File: src/rtl/regfile_scoreboard.sv
// -----------------------------------------------------------------------------
// regfile_scoreboard
//   Parametrised CPU register file (R0-R7, IH, SP, RA) with a T flag and a
//   per-register pending-write scoreboard. The decode stage reads operands
//   combinationally and issues writers; the write-back stage retires them.
//   Index 0 and any index >= NUM_REGS are null: they read 0 and are always
//   ready, and writes and issues to them are dropped.
//
//   Optional build macro: REGFILE_BYPASS_EN
//     defined   - a write-back in flight is forwarded to matching read ports
//                 (data and readiness), and t_data is forwarded to t_q.
//     undefined - reads and t_q reflect registered state only.
//
// Ports
//   clk, rst    rising-edge clock, asynchronous active-high reset
//   rd_idx      NUM_RD packed read indices (port k at [k*ADDR_W +: ADDR_W])
//   rd_data     NUM_RD packed read values, same packing
//   rd_ready    per port: operand has no outstanding write
//   issue_en    decode issues an instruction writing issue_idx
//   issue_idx   destination of the issued instruction
//   issue_full  pending counter of issue_idx saturated; issue refused
//   wb_en       write-back valid
//   wb_idx      write-back destination
//   wb_data     write-back value
//   t_we        T flag write enable
//   t_data      T flag value
//   t_q         current T flag
//   wb_err      sticky: a write-back retired against a zero pending count
//   regs_flat   all registers, register 0 in the MSBs
// -----------------------------------------------------------------------------
module regfile_scoreboard #(
  parameter int DATA_W   = 16,
  parameter int ADDR_W   = 4,
  parameter int NUM_REGS = 11,
  parameter int NUM_RD   = 2,
  parameter int PEND_W   = 2
) (
  input  logic                       clk,
  input  logic                       rst,
  input  logic [NUM_RD*ADDR_W-1:0]   rd_idx,
  output logic [NUM_RD*DATA_W-1:0]   rd_data,
  output logic [NUM_RD-1:0]          rd_ready,
  input  logic                       issue_en,
  input  logic [ADDR_W-1:0]          issue_idx,
  output logic                       issue_full,
  input  logic                       wb_en,
  input  logic [ADDR_W-1:0]          wb_idx,
  input  logic [DATA_W-1:0]          wb_data,
  input  logic                       t_we,
  input  logic                       t_data,
  output logic                       t_q,
  output logic                       wb_err,
  output logic [NUM_REGS*DATA_W-1:0] regs_flat
);

  localparam logic [PEND_W-1:0] PEND_ZERO = {PEND_W{1'b0}};
  localparam logic [PEND_W-1:0] PEND_ONE  = PEND_W'(1'b1);
  localparam logic [PEND_W-1:0] PEND_MAX  = {PEND_W{1'b1}};

  logic [DATA_W-1:0] regFile_r      [NUM_REGS];
  logic [PEND_W-1:0] pendCnt_r      [NUM_REGS];
  logic [PEND_W-1:0] pendCntNext_s  [NUM_REGS];
  logic              tFlag_r;
  logic              wbErr_r;
  logic              errSet_s;
  logic              wbValid_s;
  logic              issueAccept_s;
  logic [NUM_RD-1:0] fwdHit_s;

  // A live index names an implemented register other than the hardwired R0.
  function automatic logic isLive(input logic [ADDR_W-1:0] idx);
    return (idx != {ADDR_W{1'b0}}) && (int'(idx) < NUM_REGS);
  endfunction

  assign wbValid_s     = wb_en && isLive(wb_idx);
  assign issue_full    = issue_en && isLive(issue_idx) && (pendCnt_r[issue_idx] == PEND_MAX);
  assign issueAccept_s = issue_en && isLive(issue_idx) && !issue_full;

  // Per read port: is the in-flight write-back being forwarded to it?
  always_comb begin
    fwdHit_s = {NUM_RD{1'b0}};
`ifdef REGFILE_BYPASS_EN
    for (int k = 0; k < NUM_RD; k++) begin
      if (wbValid_s && (wb_idx == rd_idx[k*ADDR_W +: ADDR_W])) begin
        fwdHit_s[k] = 1'b1;
      end else begin
        fwdHit_s[k] = 1'b0;
      end
    end
`endif
  end

  // Combinational read ports; a forwarded write-back also retires the last
  // pending write, so a count of one is then safe to read.
  always_comb begin
    rd_data  = {(NUM_RD*DATA_W){1'b0}};
    rd_ready = {NUM_RD{1'b1}};
    for (int k = 0; k < NUM_RD; k++) begin
      if (!isLive(rd_idx[k*ADDR_W +: ADDR_W])) begin
        rd_data[k*DATA_W +: DATA_W] = {DATA_W{1'b0}};
        rd_ready[k]                 = 1'b1;
      end else if (fwdHit_s[k]) begin
        rd_data[k*DATA_W +: DATA_W] = wb_data;
        rd_ready[k] = (pendCnt_r[rd_idx[k*ADDR_W +: ADDR_W]] == PEND_ZERO) ||
                      (pendCnt_r[rd_idx[k*ADDR_W +: ADDR_W]] == PEND_ONE);
      end else begin
        rd_data[k*DATA_W +: DATA_W] = regFile_r[rd_idx[k*ADDR_W +: ADDR_W]];
        rd_ready[k] = (pendCnt_r[rd_idx[k*ADDR_W +: ADDR_W]] == PEND_ZERO);
      end
    end
  end

  // Scoreboard next state: issue and write-back to the same register cancel;
  // a write-back against a zero count flags an error instead of wrapping.
  always_comb begin
    errSet_s = 1'b0;
    for (int i = 0; i < NUM_REGS; i++) begin
      pendCntNext_s[i] = pendCnt_r[i];
      case ({issueAccept_s && (issue_idx == ADDR_W'(i)),
             wbValid_s     && (wb_idx    == ADDR_W'(i))})
        2'b10: pendCntNext_s[i] = pendCnt_r[i] + PEND_ONE;
        2'b01: begin
          if (pendCnt_r[i] != PEND_ZERO) begin
            pendCntNext_s[i] = pendCnt_r[i] - PEND_ONE;
          end else begin
            errSet_s = 1'b1;
          end
        end
        default: pendCntNext_s[i] = pendCnt_r[i];
      endcase
    end
  end

  // Register file, scoreboard, T flag and sticky error state.
  always_ff @(posedge clk or posedge rst) begin
    if (rst) begin
      for (int i = 0; i < NUM_REGS; i++) begin
        regFile_r[i] <= {DATA_W{1'b0}};
        pendCnt_r[i] <= PEND_ZERO;
      end
      tFlag_r <= 1'b0;
      wbErr_r <= 1'b0;
    end else begin
      for (int i = 0; i < NUM_REGS; i++) begin
        pendCnt_r[i] <= pendCntNext_s[i];
        if (wbValid_s && (wb_idx == ADDR_W'(i))) begin
          regFile_r[i] <= wb_data;
        end
      end
      if (t_we) begin
        tFlag_r <= t_data;
      end
      if (errSet_s) begin
        wbErr_r <= 1'b1;
      end
    end
  end

`ifdef REGFILE_BYPASS_EN
  assign t_q = t_we ? t_data : tFlag_r;
`else
  assign t_q = tFlag_r;
`endif

  assign wb_err = wbErr_r;

  // Debug bus in VGA order: register 0 occupies the most significant slice.
  always_comb begin
    regs_flat = {(NUM_REGS*DATA_W){1'b0}};
    for (int i = 0; i < NUM_REGS; i++) begin
      regs_flat[(NUM_REGS-1-i)*DATA_W +: DATA_W] = regFile_r[i];
    end
  end

endmodule
File: config.mk
export PLATFORM = sky130hd
export DESIGN_NAME = regfile_scoreboard
export DESIGN_NICKNAME = d
export VERILOG_FILES = /design/src/rtl/regfile_scoreboard.sv
export SDC_FILE = /design/constraint.sdc
export NUM_CORES = 1
export LEC_CHECK = 0
export CORE_ASPECT_RATIO = 0.9
export CORE_UTILIZATION = 52
export DETAILED_ROUTE_END_ITERATION = 16
export DONT_BUFFER_PORTS = 1
export GPL_TIMING_DRIVEN = 0
export PLACE_DENSITY = 0.67
export SLEW_MARGIN = 20
export SYNTH_ARGS = -nofsm -noshare
export SYNTH_HDL_FRONTEND = slang
export SYNTH_SLANG_ARGS = --single-unit
export TNS_END_PERCENT = 100
File: constraint.sdc
create_clock -name clk -period 12.79 [get_ports clk]
set_input_delay 1.9185 -clock clk [delete_from_list [all_inputs] [get_ports clk]]
set_output_delay 1.9185 -clock clk [all_outputs]
set_load 0.01 [all_outputs]
# ---- After elaboration in Yosys (flattened, before gate mapping)
# Index checks and enable logic that the tools add are counted.
dict set report totals {
  register_bits 200
  word_cells 245
}
dict set report classes {
  n_addsub 22
  n_lt_le_gt_ge 7
  n_eq_ne 54
  n_mux 63
  n_bitwise 3
  n_reduce_logical 72
}
# operator n
set op_table {}
lappend op_table {{16-bit binary-select mux with 4-bit select} 2}
lappend op_table {{16-bit 2-to-1 mux} 6}
lappend op_table {{2-bit case mux with 2 select lines} 11}
lappend op_table {{2-bit nonzero test} 22}
lappend op_table {{2-bit 2-to-1 mux} 17}
lappend op_table {{4-bit by 3-bit == test with 1-bit output, second input constant} 8}
lappend op_table {{1-bit logical AND} 30}
lappend op_table {{2-bit binary-select mux with 4-bit select} 3}
lappend op_table {{2-bit == test, second input constant} 12}
lappend op_table {{4-bit == test, second input constant} 6}
lappend op_table {{1-bit 2-to-1 mux} 24}
lappend op_table {{2-bit by 1-bit adder with 2-bit output, second input constant} 11}
lappend op_table {{2-bit by 1-bit == test with 1-bit output, second input constant} 11}
lappend op_table {{2-bit inequality test, second input constant} 11}
lappend op_table {{2-bit AND reduction} 11}
lappend op_table {{2-bit by 1-bit subtractor with 2-bit output, second input constant} 11}
lappend op_table {{4-bit by 2-bit == test with 1-bit output, second input constant} 4}
lappend op_table {{4-bit < comparator, second input constant} 4}
lappend op_table {{4-bit nonzero test} 4}
lappend op_table {{5-bit greater-or-equal comparator, second input constant} 3}
lappend op_table {{4-bit inverter with 5-bit output} 3}
lappend op_table {{4-bit by 1-bit == test with 1-bit output, second input constant} 2}
lappend op_table {{4-bit zero test} 2}
lappend op_table {{2-bit zero test} 2}
lappend op_table {{1-bit zero test} 1}

# ---- Logic depth before layout (Yosys ltp)
dict set report depth {
  ltp_word 31
  depth_mapped 9
  mapped_depth_nobuf 7
}

# ---- Worst setup path after synthesis
# Ideal clock, no wire load.
dict set report synth_path {
  path_type {input to output}
  from {input port rd_idx[1]}
  to {output port rd_data[10]}
  arrival_time_ns 3.345
  slack_ns 7.526
  cell_stages 7
  n_path_buf 2
  cell_sequence {clkbuf_1 -> clkbuf_1 -> mux2_2 -> a221oi_1 -> a21oi_1 -> nor2_1 -> a21oi_1}
}
dict set report synth_between {
  elab_chain_len 5
  word_cells_on_any_way 8
}
# item line
set synth_rtl {}
lappend synth_rtl {{from (decl)} 40} ;# input logic [NUM_RD*ADDR_W-1:0] rd_idx,
lappend synth_rtl {{4-bit inverter with 5-bit output (implied by the code)} 107} ;# rd_data[k*DATA_W +: DATA_W] = regFile_r[rd_idx[k*ADDR_W +: ADDR_W]];
lappend synth_rtl {{16-bit binary-select mux with 4-bit select} 107}
lappend synth_rtl {{16-bit 2-to-1 mux (implied by the code) (2 in a row)} 107}
lappend synth_rtl {{16-bit 2-to-1 mux (*)} 99} ;# if (!isLive(rd_idx[k*ADDR_W +: ADDR_W])) begin
lappend synth_rtl {{to (decl)} 41} ;# output logic [NUM_RD*DATA_W-1:0] rd_data,
# Mark *: on every way between the ends. The rest lies on a longest branch, timed or not. The select of a mux whose other input is x is not followed.

# ---- Worst setup path after layout
dict set report layout_path {
  from {input port rd_idx[1]}
  to {output port rd_data[14]}
}
# The elaborated chain is that of the path after synthesis.

==> results by group <==
Status
  • Status: finished, final reports clean

Place
  • I/O Buffers: 0
  • Routability cong.: ~1.0
  • Post-DP HPWL: 26.67 mm

Clocking
  • TritonCTS clock tree: yes
  • Max clock buf depth: 2
  • H-tree depth: 4
  • Post-CTS Resized: 0
  • Post-CTS Setup Bufs: 0
  • Clock-pin slew on the worst setup and hold paths: roughly 0.08 ns
  • Root Driver: clkbuf_16
  • Hold-fix buffers, CTS: 0
  • Clock sinks: 200
  • Later-pin clock latency in the skew report: 0.45 ns
  • TritonCTS Buffers: 17

Drt
  • DRC Markers: 0
  • Total Wirelength: 35.62 mm
  • Pre-antenna DRT Iters: 11
  • Antenna-violating nets left: 0
  • Wire length per cell: 26.31 um
  • DRT iter0 DRCs: 989
  • Vias: 8580
  • Vias/cell: 6.337

Synthesis
  • Net Count, Synth: 1070
  • Post-synth EDFFs: 0
  • Syn Std Cell Area: 11080 um2
  • FF+latch count, synth: 200
  • Most frequent cell after synthesis: dfrtp_1
  • Post-synth ARST share: 1.000
  • Syn Area/Cell: about 11 um2
  • Synth Instances: 1032
  • Top post-synthesis cells by area: dfrtp_1 45%, mux2_2 16%, mux4_2 6.9%
  • Synth top cells by count: 200 x dfrtp_1, 161 x mux2_2, 121 x nand2_1
  • Post-synthesis sequential area ratio: 0.4517
  • Synth unique cells: 59
  • Yosys top cell area share: 0.4517
  • Main synth FF type: dfrtp_1
  • Post-synth top area cell: dfrtp_1
  • Yosys warnings: 0

Global route
  • Vias in the first global route: 8608
  • GRT Residual Overflow: 0
  • GRT Total Usage: 0.3343
  • M1 GR Usage: 0.4628
  • First-pass GRT wire length: approximately 54 mm
  • GR Util met3: 0.1281
  • Initial antenna violation count: 3
  • Met2 usage: 0.4770
  • GR peak layer: met2
  • Maximum number of pins on one net before global-route repair: 85

STA
  • Hold Vio Cnt, Final: 0
  • TNS Setup: 0 ns
  • Setup violators final: 0
  • Max_slew headroom: 0.2946
  • Final period util: 0.5034
  • RSZ-0062 raised after global routing: no
  • Tmin final: 6.438 ns
  • Slew @ Worst Pin: 1.052 ns
  • Achievable clock frequency: 0.1553 GHz
  • Fin. max-slew vios: 0
  • Setup Skew: 0.01325 ns

Worst setup path
  • Req. time, crit path: roughly 11 ns
  • Crit path max fanout: 10
  • Most frequent CP cell: clkbuf_1
  • CP Data Arrival Time: 4.52 ns
  • CP Launch Type: primary input
  • CP Capture Type: output port
  • Worst Path Class, Setup: in -> out
  • CP max-delay cell: clkbuf_1
  • Slowest Stage Delay on Critical Path: 0.48 ns
  • Cells along the critical path: clkbuf_1 -> nor2b_1 -> clkbuf_1 -> clkbuf_1 -> a221oi_1 -> a21oi_1 -> nor2_1 -> a21oi_1
  • R2R Setup Slk: 10.68 ns

Cells and area
  • # fillers: roughly 1.8k
  • Synth-to-layout area growth: 9.429%
  • Number of nets in the layout: about 1.1k
  • Fin util: 0.5820
  • Fraction of layout cells with a size suffix above 1: 0.2730

Flow run
  • Total of max-cap violations: 0

Die
  • Rows: 50
  • Io pins: 251
  • Core Area: 20830 um2
  • Initial core utilization: 0.5319
  • Die X: 155.9 um
  • Die footprint: 21900 um2
  • Die height: 140.5 um

Pwr
  • Static Leak: 5.172 nW
  • Total power divided by cell area: 163.1 nW/um2
  • Worst VDD drop: approximately 0.098 mV

Min path
  • Worst hold path type: reg -> reg
layer usage:
metal  routed length [um]  up-vias  share of wire
li1                     -     3757              -
met5                   17        -        0.00048
met2                15300      490           0.43
met3                 4234       67           0.12
met4                 1053        2          0.030
met1                15010     4264           0.42
state kept, by name, summed over array words and instances, names as in the netlist:
register and cells:
pendCnt_r 22, regs_flat 176, wb_err 1, t_q 1
area by class of cell:
type / instances / area (um2) / share of cell area
antenna: 2 / 5.005 / 0.0004128
clock inverter: 14 / 171.4 / 0.01414
multi-input combinational: 702 / 5534 / 0.4564
timing repair buffer: 2 / 55.05 / 0.004540
clock buffer: 18 / 439.2 / 0.03622
inverter: 22 / 90.09 / 0.007430
sequential: 200 / 5005 / 0.4128
buffer: 108 / 467.9 / 0.03859
tap: 286 / 357.8 / 0.02951
final timing paths:
check / from / end / cells past startpoint
max in group asynchronous: rst / regs_flat[157] / 2
hold / removal: pendCnt_r[21] / pendCnt_r[21] / 1
setup / recovery: rd_idx[1] / rd_data[14] / 8
setup reg to reg: pendCnt_r[17] / pendCnt_r[12] / 8
hold reg to reg: pendCnt_r[21] / pendCnt_r[21] / 1
min in group asynchronous: rst / regs_flat[161] / 1
cell usage in the layout (no fill, tap or decap), types with 4 or more instances in the layout:
cell / instances
a221o_1: 9
a211oi_1: 9
clkbuf_16: 17
buf_1: 12
or3_1: 4
nand3_1: 4
or2_2: 7
o22ai_1: 11
a21oi_1: 73
mux4_2: 34
nor2b_1: 6
o21a_1: 9
dfrtp_1: 200
nand2b_1: 20
nand2_1: 121
o21ai_0: 43
mux2_2: 161
a221oi_1: 21
inv_1: 21
nor4_1: 5
clkbuf_1: 61
mux2i_1: 41
inv_8: 6
a31oi_1: 4
buf_2: 32
nor2_1: 61
o31a_1: 6
nor3_1: 10
clkinv_8: 5
stage by stage:
stage | std cells | hold WS, ns | area, um2 | power, mW | setup slack (ns)
after detailed placement | 1320 | 0.4555 | 11510 | 1.420 | 6.560
after global placement | 1318 | 0.4455 | 11440 | 1.400 | 3.173
final | 1354 | 0.4671 | 12130 | 1.978 | 6.352
after CTS | 1352 | 0.4742 | 12120 | 1.973 | 6.556
after global routing | 1353 | 0.4869 | 12120 | 2.068 | 6.404
after floorplan | 1032 | 0.4284 | 11080 | 1.257 | 5.417
worst max-delay path: cells and delay by family:
family          cells  cell delay (ns)
compound gates      3             0.94
simple gates        2             0.31
buf+inv             3             1.35
logic make-up (layout without fill, tap and decap cells):
| group | count (synthesis) | in the layout | synth area share |
|---|---|---|---|
| AO/OA/AOI/OAI | 209 | 209 | 0.1222 |
| AND/OR/NAND/NOR | 256 | 256 | 0.1057 |
| other | 0 | 2 | 0 |
| multiplexers | 237 | 237 | 0.2708 |
| buffers and inverters | 130 | 164 | 0.04968 |
| flip-flops | 200 | 200 | 0.4517 |
power by group:
| part | total, mW | internal (mW) | leakage, nW | switching, mW |
|---|---|---|---|---|
| clock | 0.558 | 0.271 | 0.295 | 0.287 |
| sequential | 0.999 | 0.760 | 2.47 | 0.239 |
| combinational | 0.421 | 0.210 | 2.41 | 0.210 |
Power figures use the tool's default switching activity.
